**src/rtl/pipe_control_unit.sv**
```systemverilog
// pipe_control_unit: opcode decode, hazard control and ID/EX, EX/MEM, MEM/WB control registers.
//   clk, reset                 : clock, synchronous active-high reset
//   in_OP_6, in_Rs_5, in_Rt_5  : opcode, rs, rt of the instruction in IF/ID
//   in_BranchTaken             : EX-stage branch resolved taken
//   o_PCWrite, o_IFIDWrite     : PC and IF/ID write enables
//   o_IFIDFlush, o_ID_Jump     : IF/ID flush and jump redirect
//   o_EX_*                     : ID/EX control fields
//   o_MEM_*                    : EX/MEM control fields
//   o_WB_*                     : MEM/WB control fields
module pipe_control_unit #(
    parameter int ALUOP_W   = 3,
    parameter bit LU_DETECT = 1'b1
) (
    input  logic               clk,
    input  logic               reset,
    input  logic [5:0]         in_OP_6,
    input  logic [4:0]         in_Rs_5,
    input  logic [4:0]         in_Rt_5,
    input  logic               in_BranchTaken,
    output logic               o_PCWrite,
    output logic               o_IFIDWrite,
    output logic               o_IFIDFlush,
    output logic               o_ID_Jump,
    output logic               o_EX_RegDst,
    output logic               o_EX_ALUSrc,
    output logic [ALUOP_W-1:0] o_EX_ALUOp,
    output logic               o_EX_BranchEn,
    output logic               o_EX_BranchType,
    output logic               o_MEM_MemRead,
    output logic               o_MEM_MemWrite,
    output logic               o_WB_MemtoReg,
    output logic               o_WB_RegWrite,
    output logic               o_WB_Link
);
    logic       d_jump, d_regdst, d_alusrc, d_memtoreg, d_regwrite;
    logic       d_memread, d_memwrite, d_branch_en, d_branch_type, d_link;
    logic [2:0] d_aluop;
    logic       ex_memtoreg, ex_regwrite, ex_memread, ex_memwrite, ex_link;
    logic [4:0] ex_rt;
    logic       mem_memtoreg, mem_regwrite, mem_link;
    logic       load_use, bubble;

    always_comb begin
        d_jump        = 1'b0;
        d_regdst      = 1'b0;
        d_alusrc      = 1'b0;
        d_memtoreg    = 1'b0;
        d_regwrite    = 1'b0;
        d_memread     = 1'b0;
        d_memwrite    = 1'b0;
        d_branch_en   = 1'b0;
        d_branch_type = 1'b0;
        d_link        = 1'b0;
        d_aluop       = 3'd0;
        case (in_OP_6)
            6'h00: begin d_regdst = 1'b1; d_regwrite = 1'b1; d_aluop = 3'd7; end
            6'h08: begin d_alusrc = 1'b1; d_regwrite = 1'b1; d_aluop = 3'd4; end
            6'h0D: begin d_alusrc = 1'b1; d_regwrite = 1'b1; d_aluop = 3'd5; end
            6'h0C: begin d_alusrc = 1'b1; d_regwrite = 1'b1; d_aluop = 3'd6; end
            6'h0F: begin d_alusrc = 1'b1; d_regwrite = 1'b1; d_aluop = 3'd0; end
            6'h23: begin
                d_alusrc = 1'b1; d_memtoreg = 1'b1; d_regwrite = 1'b1;
                d_memread = 1'b1; d_aluop = 3'd3;
            end
            6'h2B: begin d_alusrc = 1'b1; d_memwrite = 1'b1; d_aluop = 3'd3; end
            6'h04: begin d_branch_en = 1'b1; d_branch_type = 1'b1; d_aluop = 3'd1; end
            6'h05: begin d_branch_en = 1'b1; d_aluop = 3'd1; end
            6'h02: begin d_jump = 1'b1; d_aluop = 3'd2; end
            6'h03: begin d_jump = 1'b1; d_regwrite = 1'b1; d_link = 1'b1; d_aluop = 3'd2; end
            default: ;
        endcase
    end

    // A bubble in ID/EX clears MemRead, so a load-use stall can never last beyond one cycle.
    assign load_use    = LU_DETECT && ex_memread && ex_rt != 5'd0 && (ex_rt == in_Rs_5 || ex_rt == in_Rt_5);
    assign bubble      = in_BranchTaken || load_use;
    assign o_PCWrite   = in_BranchTaken || !load_use;
    assign o_IFIDWrite = in_BranchTaken || !load_use;
    assign o_ID_Jump   = d_jump && !bubble;
    assign o_IFIDFlush = in_BranchTaken || (d_jump && !load_use);

    always_ff @(posedge clk) begin
        if (reset || bubble) begin
            o_EX_RegDst     <= 1'b0;
            o_EX_ALUSrc     <= 1'b0;
            o_EX_ALUOp      <= '0;
            o_EX_BranchEn   <= 1'b0;
            o_EX_BranchType <= 1'b0;
            ex_memtoreg     <= 1'b0;
            ex_regwrite     <= 1'b0;
            ex_memread      <= 1'b0;
            ex_memwrite     <= 1'b0;
            ex_link         <= 1'b0;
            ex_rt           <= 5'd0;
        end else begin
            o_EX_RegDst     <= d_regdst;
            o_EX_ALUSrc     <= d_alusrc;
            o_EX_ALUOp      <= ALUOP_W'(d_aluop);
            o_EX_BranchEn   <= d_branch_en;
            o_EX_BranchType <= d_branch_type;
            ex_memtoreg     <= d_memtoreg;
            ex_regwrite     <= d_regwrite;
            ex_memread      <= d_memread;
            ex_memwrite     <= d_memwrite;
            ex_link         <= d_link;
            ex_rt           <= in_Rt_5;
        end
    end

    always_ff @(posedge clk) begin
        if (reset) begin
            o_MEM_MemRead  <= 1'b0;
            o_MEM_MemWrite <= 1'b0;
            mem_memtoreg   <= 1'b0;
            mem_regwrite   <= 1'b0;
            mem_link       <= 1'b0;
            o_WB_MemtoReg  <= 1'b0;
            o_WB_RegWrite  <= 1'b0;
            o_WB_Link      <= 1'b0;
        end else begin
            o_MEM_MemRead  <= ex_memread;
            o_MEM_MemWrite <= ex_memwrite;
            mem_memtoreg   <= ex_memtoreg;
            mem_regwrite   <= ex_regwrite;
            mem_link       <= ex_link;
            o_WB_MemtoReg  <= mem_memtoreg;
            o_WB_RegWrite  <= mem_regwrite;
            o_WB_Link      <= mem_link;
        end
    end
endmodule

```
**config.mk**
```make
export PLATFORM = sky130hd
export DESIGN_NAME = pipe_control_unit
export DESIGN_NICKNAME = d
export VERILOG_FILES = /design/src/rtl/pipe_control_unit.sv
export SDC_FILE = /design/constraint.sdc
export NUM_CORES = 1
export LEC_CHECK = 0
export ABC_AREA = 1
export BUFFER_PORTS_ARGS = -buffer_cell sky130_fd_sc_hd__buf_2
export CAP_MARGIN = 20
export CORE_ASPECT_RATIO = 0.5
export CORE_MARGIN = 3
export CORE_UTILIZATION = 29
export DETAILED_ROUTE_END_ITERATION = 10
export SLEW_MARGIN = 20
export SYNTH_ARGS = -nofsm -noshare
export SYNTH_HDL_FRONTEND = slang
export SYNTH_SLANG_ARGS = --single-unit
```
**constraint.sdc**
```tcl
create_clock -name clk -period 1.5 [get_ports clk]
set_input_delay 0.3 -clock clk [delete_from_list [all_inputs] [get_ports clk]]
set_output_delay 0.3 -clock clk [all_outputs]
set_load 0.01 [all_outputs]
```
# Word level (Yosys, flattened, before mapping)
# Cells that the tools add are included.
# classes
mux,10
div_mod_pow,0
n_bitwise,0
order_cmp,0
n_reduce_logical,18
n_eq_ne,12
n_mul,0
addsub,0
shifts,0
# ops
cell,n
"equality test 6 x 4 -> 1 bit, second input constant",4
case mux 3 bit (7 select lines),1
"equality test 6 x 2 -> 1 bit, second input constant",2
"equality test 6 x 3 -> 1 bit, second input constant",2
"equality test 6 bit, second input constant",2
equality test 5 bit,2
2-to-1 mux 1 bit,9
OR reduction 7 bit,1
logical NOT 6 bit,1
OR reduction 2 bit,3
OR reduction 6 bit,1
logical OR 1 bit,5
nonzero test 5 bit,1
logical AND 1 bit,4
logical NOT 1 bit,2
# word_totals
reg_bits,23
rom_bits,0
latchBits,0
mem_count,0
out_inout_bits,16
ramBits,0
inputBits,19

# Longest topological paths before layout
# logic_depth
word_depth,6
ltp_mapped,10

# Worst setup path before layout
# Ideal clock, no wire load.
# synth_timing
path_kind,reg2out
from,register ex_rt[4]
to,output port o_PCWrite
arrival_ns,1.056
required_time_ns,1.200
path_stages_with_launch,9
path_buffers,1
path_slack_ns,0.144
path_cell_list,dfxtp_1 > inv_2 > nand2_1 > nand2_1 > nor2_1 > nand3_1 > nand2_2 > nand3_1 > buf_4
# synth_via
elab_chain_len,5
elab_cells_between_ends,8
cone_classes,2 x eq/ne; 6 x reduce/logical
# synth_lines
element,line_no,text
start: declaration,39,logic [4:0] ex_rt;
start signal: assignment,106,ex_rt <= in_Rt_5;
equality test 5 bit or nonzero test 5 bit (tied branches),75,assign load_use = LU_DETECT && ex_memread && ex_rt != 5'd0 && (ex_rt == in_Rs_5 || ex_rt == in_Rt_5);
logical OR 1 bit or logical AND 1 bit (tied branches),75,
logical AND 1 bit (*),75,
logical NOT 1 bit (*),-,
logical OR 1 bit (*),-,
end: declaration,20,"output logic o_PCWrite,"
# Mark *: on every way between the ends. The rest lies on a longest branch, timed or not.

# Worst setup path in the final report
# layout_timing
from,register ex_rt[0]
to,output port o_ID_Jump
# layout_via
elab_chain_len,6
elab_cells_between_ends,9
cone_classes,2 x eq/ne; 7 x reduce/logical
# layout_lines
element,line_no,text
equality test 5 bit or nonzero test 5 bit (tied branches),75,
logical OR 1 bit or logical AND 1 bit (tied branches),75,
logical AND 1 bit (*),75,
logical OR 1 bit (*),76,assign bubble = in_BranchTaken || load_use;
logical NOT 1 bit (*),79,assign o_ID_Jump = d_jump && !bubble;
logical AND 1 bit (*),79,
end: declaration,23,"output logic o_ID_Jump,"
# Marked as above.

==> impl_metrics.tcl <==
set metrics [dict create \
    placed_area_mm2 0.00131 \
    p_leak_uw 0.000769 \
    hold_buffers 0 \
    switchingPower_uw 270 \
    grt_pass1_vias 914 \
    synth_compound_area_share_pct 0.936 \
    rsz0062_at_grt "true" \
    yosysWarnings 0 \
    criticalPathCategory "reg -> out" \
    start_util_pct 32.8 \
    n_fill_cell 358 \
    synth_cells 157 \
    drcViolationCount 0 \
    fin_skew_ps 4.77 \
    yosys.area_share.simple_pct 38.8 \
    synthXorXnorAreaFrac_pct 1.64 \
    grt_start_max_net_pins 14 \
    final_cell_mix "nand2_1 (35), buf_2 (34), inv_1 (32), nor2_1 (24), dfxtp_1 (18)" \
    dieArea_mm2 0.00450 \
    fp.dieH_um 48.9 \
    crit_end "o_ID_Jump" \
    cp-start-kind "flop" \
    violations "setup timing" \
    cts.sinks 23 \
    grt_use_total_pct 10.2 \
    internal-power_uw 870 \
    slew_viol_final 0 \
    synth_area_leaders "dfxtp_1 (43%), nand2_1 (13%), inv_1 (12%), nor2_1 (8.4%), nor2_2 (7.0%)" \
    cts_max_level 1 \
    cp-startpoint "ex_rt[0]" \
    cts_buffers 3 \
    combPwrFrac_pct 12.6 \
    cts_tree "built" \
    synth_top_area_share_pct 43.0 \
    netlist_area_mm2 0.00107 \
    r2r_start "ex_rt[1]" \
    clk_pin_slew_ps 80 \
    clk_latency_ps 260 \
    wl_per_cell_um 8.35 \
    yosysTopAreaCell "dfxtp_1" \
    antenna_found_initial 0 \
    cts_root_buffer "clkbuf_8" \
    diodes 0 \
    pwr-share-seq_pct 54.7 \
    syn-mean-instance-area_um2 6.81 \
    holdPathStages 3 \
    dp_cells 242 \
    gp_congestion 0.829 \
    grt-ovfl-total 0 \
    max_slew_margin_pct 68.5 \
    hold_class "in -> reg" \
    design.portCount 35 \
    port_buffers 34 \
    layout-drive-gt1-share_pct 35.6 \
    p_clk_share_pct 32.7 \
    via_count 1001 \
    reg.largest.list "ex_rt: 5 flops, o_EX_ALUOp: 3 flops" \
    muxShareOfSynthArea_pct 0 \
    crit_arrival_ps 1390 \
    postRouteWirelength_mm 2.09 \
    synth_cell_types 18 \
    ys_seq_elements 23 \
    drt_iter0_drc 34 \
    final_common_cell "nand2_1" \
    firstDrtPassIters 4 \
    cap_viol_max_count 0 \
    r2r-end "o_EX_ALUOp[0]" \
    synth_top_family_by_area "simple AND/OR/NAND/NOR gates" \
    layout.nets 222 \
    cts.path.max_buffers 2 \
    fin_ws_ps -185 \
    tightest_slew_ps 469 \
    post-route-min-period_ps 1690 \
    end_kind "output port" \
    status "finished, violations left" \
    vias_per_cell 4.00 \
    worstPathRequired_ps 1200 \
    top_register "ex_rt" \
    fp.dieW_um 91.9 \
    fmax_ghz 0.593 \
    grt_pass1_wl_mm 3.79 \
    core-area_mm2 0.00326 \
    yosysSeqAreaShare_pct 43.0 \
    fin_crit_sh_pct 112 \
    place_hpwl_mm 1.73 \
    regToRegSetupSlack_ps 250 \
    hold-worst-slack_ps 253 \
    power_density_mw_per_mm2 810 \
    crit_path_max_fanout 4 \
    largest_register_ffs 5 \
    area_growth_pct 31.6 \
    setup_viol 4 \
    reg2reg_depth 9 \
    peakVddDrop_uv 230 \
    synthAdderAreaFrac_pct 0 \
    swShare_pct 23.7 \
    std_cell_rows 14 \
    final_design_area_no_fill_mm2 0.00141 \
    synthesis.nets 176 \
    hold_viol_final 0 \
    stdcell_count 250 \
    antenna_left 0 \
]
## stage by stage
stage | TNS [ps] | total power [µW] | setup slack (ps) | utilization (%)
after floorplan | 0 | 725 | 144 | -
after global placement | -32.0 | 779 | -32.0 | 40.3
after detailed placement | -54.5 | 780 | -37.8 | 40.3
after CTS | -807 | 1160 | -207 | 42.6
after global routing | -1190 | 1210 | -322 | 43.2
final | -676 | 1140 | -185 | 43.2
## Yosys cell counts
cell	count
o21ai_0	1
nor3_1	5
inv_2	2
nor2_1	24
xnor2_1	2
buf_12	1
inv_1	34
clkbuf_1	1
buf_4	1
nand2_2	1
nand3_1	7
nor3b_1	1
dfxtp_1	23
o21ai_1	1
nor2_2	12
nand2_1	36
nand2_4	2
nand4_1	3
## critical path: stages, from the launching register on
cell and delay, ps:
dfxtp_4 360, inv_2 50, nand4_1 90, o21ai_1 140, inv_1 90, nand2_4 100
nand2_4 50, nor2_1 90, buf_2 130
## kinds of logic (layout without fill, tap and decap cells)
logic type	Yosys count	in the layout
AO/OA/AOI/OAI	2	2
XOR/XNOR	2	2
buffers and inverters	39	84
flip-flops	23	23
AND/OR/NAND/NOR	91	91
## per-layer routing
layer / vias up / GRT usage, % / share of wire [%]
met5: - / 0 / 0
met1: 420 / 12.5 / 46
met3: 5 / 3.08 / 8.0
met4: 0 / 4.43 / 2.0
met2: 27 / 16.4 / 44
li1: 549 / - / -
## power by group through the flow
stage          clock [µW]  combinational (µW)  sequential (µW)
6_report              373                 143              624
5_1_grt               416                 165              626
4_1_cts               389                 143              627
3_5_place_dp            0                 140              640
3_3_place_gp            0                 139              639
2_1_floorplan           0                85.5              640
## timing repair
action,CTS,global route
hold endpoints to repair,0,0
setup endpoints to repair,4,4
pin swaps,8,6
buffers inserted,2,2
resized for setup,10,2
cloned,0,0
## layout make-up
type | instances | area, µm² | area share (%)
Inverter | 36 | 135 | 9.60
Sequential cell | 23 | 472 | 33.5
Tap cell | 48 | 60.1 | 4.27
Multi-Input combinational cell | 95 | 450 | 32.0
Timing Repair Buffer | 44 | 245 | 17.4
Clock buffer | 4 | 45.0 | 3.20
## how the worst min path moves through the flow
stage	start	endpoint
4_1_cts	in_Rt_5[0]	ex_rt[0]
2_1_floorplan	in_OP_6[0]	o_EX_BranchType
3_3_place_gp	ex_regwrite	mem_regwrite
5_1_grt	in_Rt_5[0]	ex_rt[0]
6_report	in_Rt_5[0]	ex_rt[0]
3_5_place_dp	ex_memwrite	o_MEM_MemWrite
No activity file was read; power rests on OpenSTA's default activity.
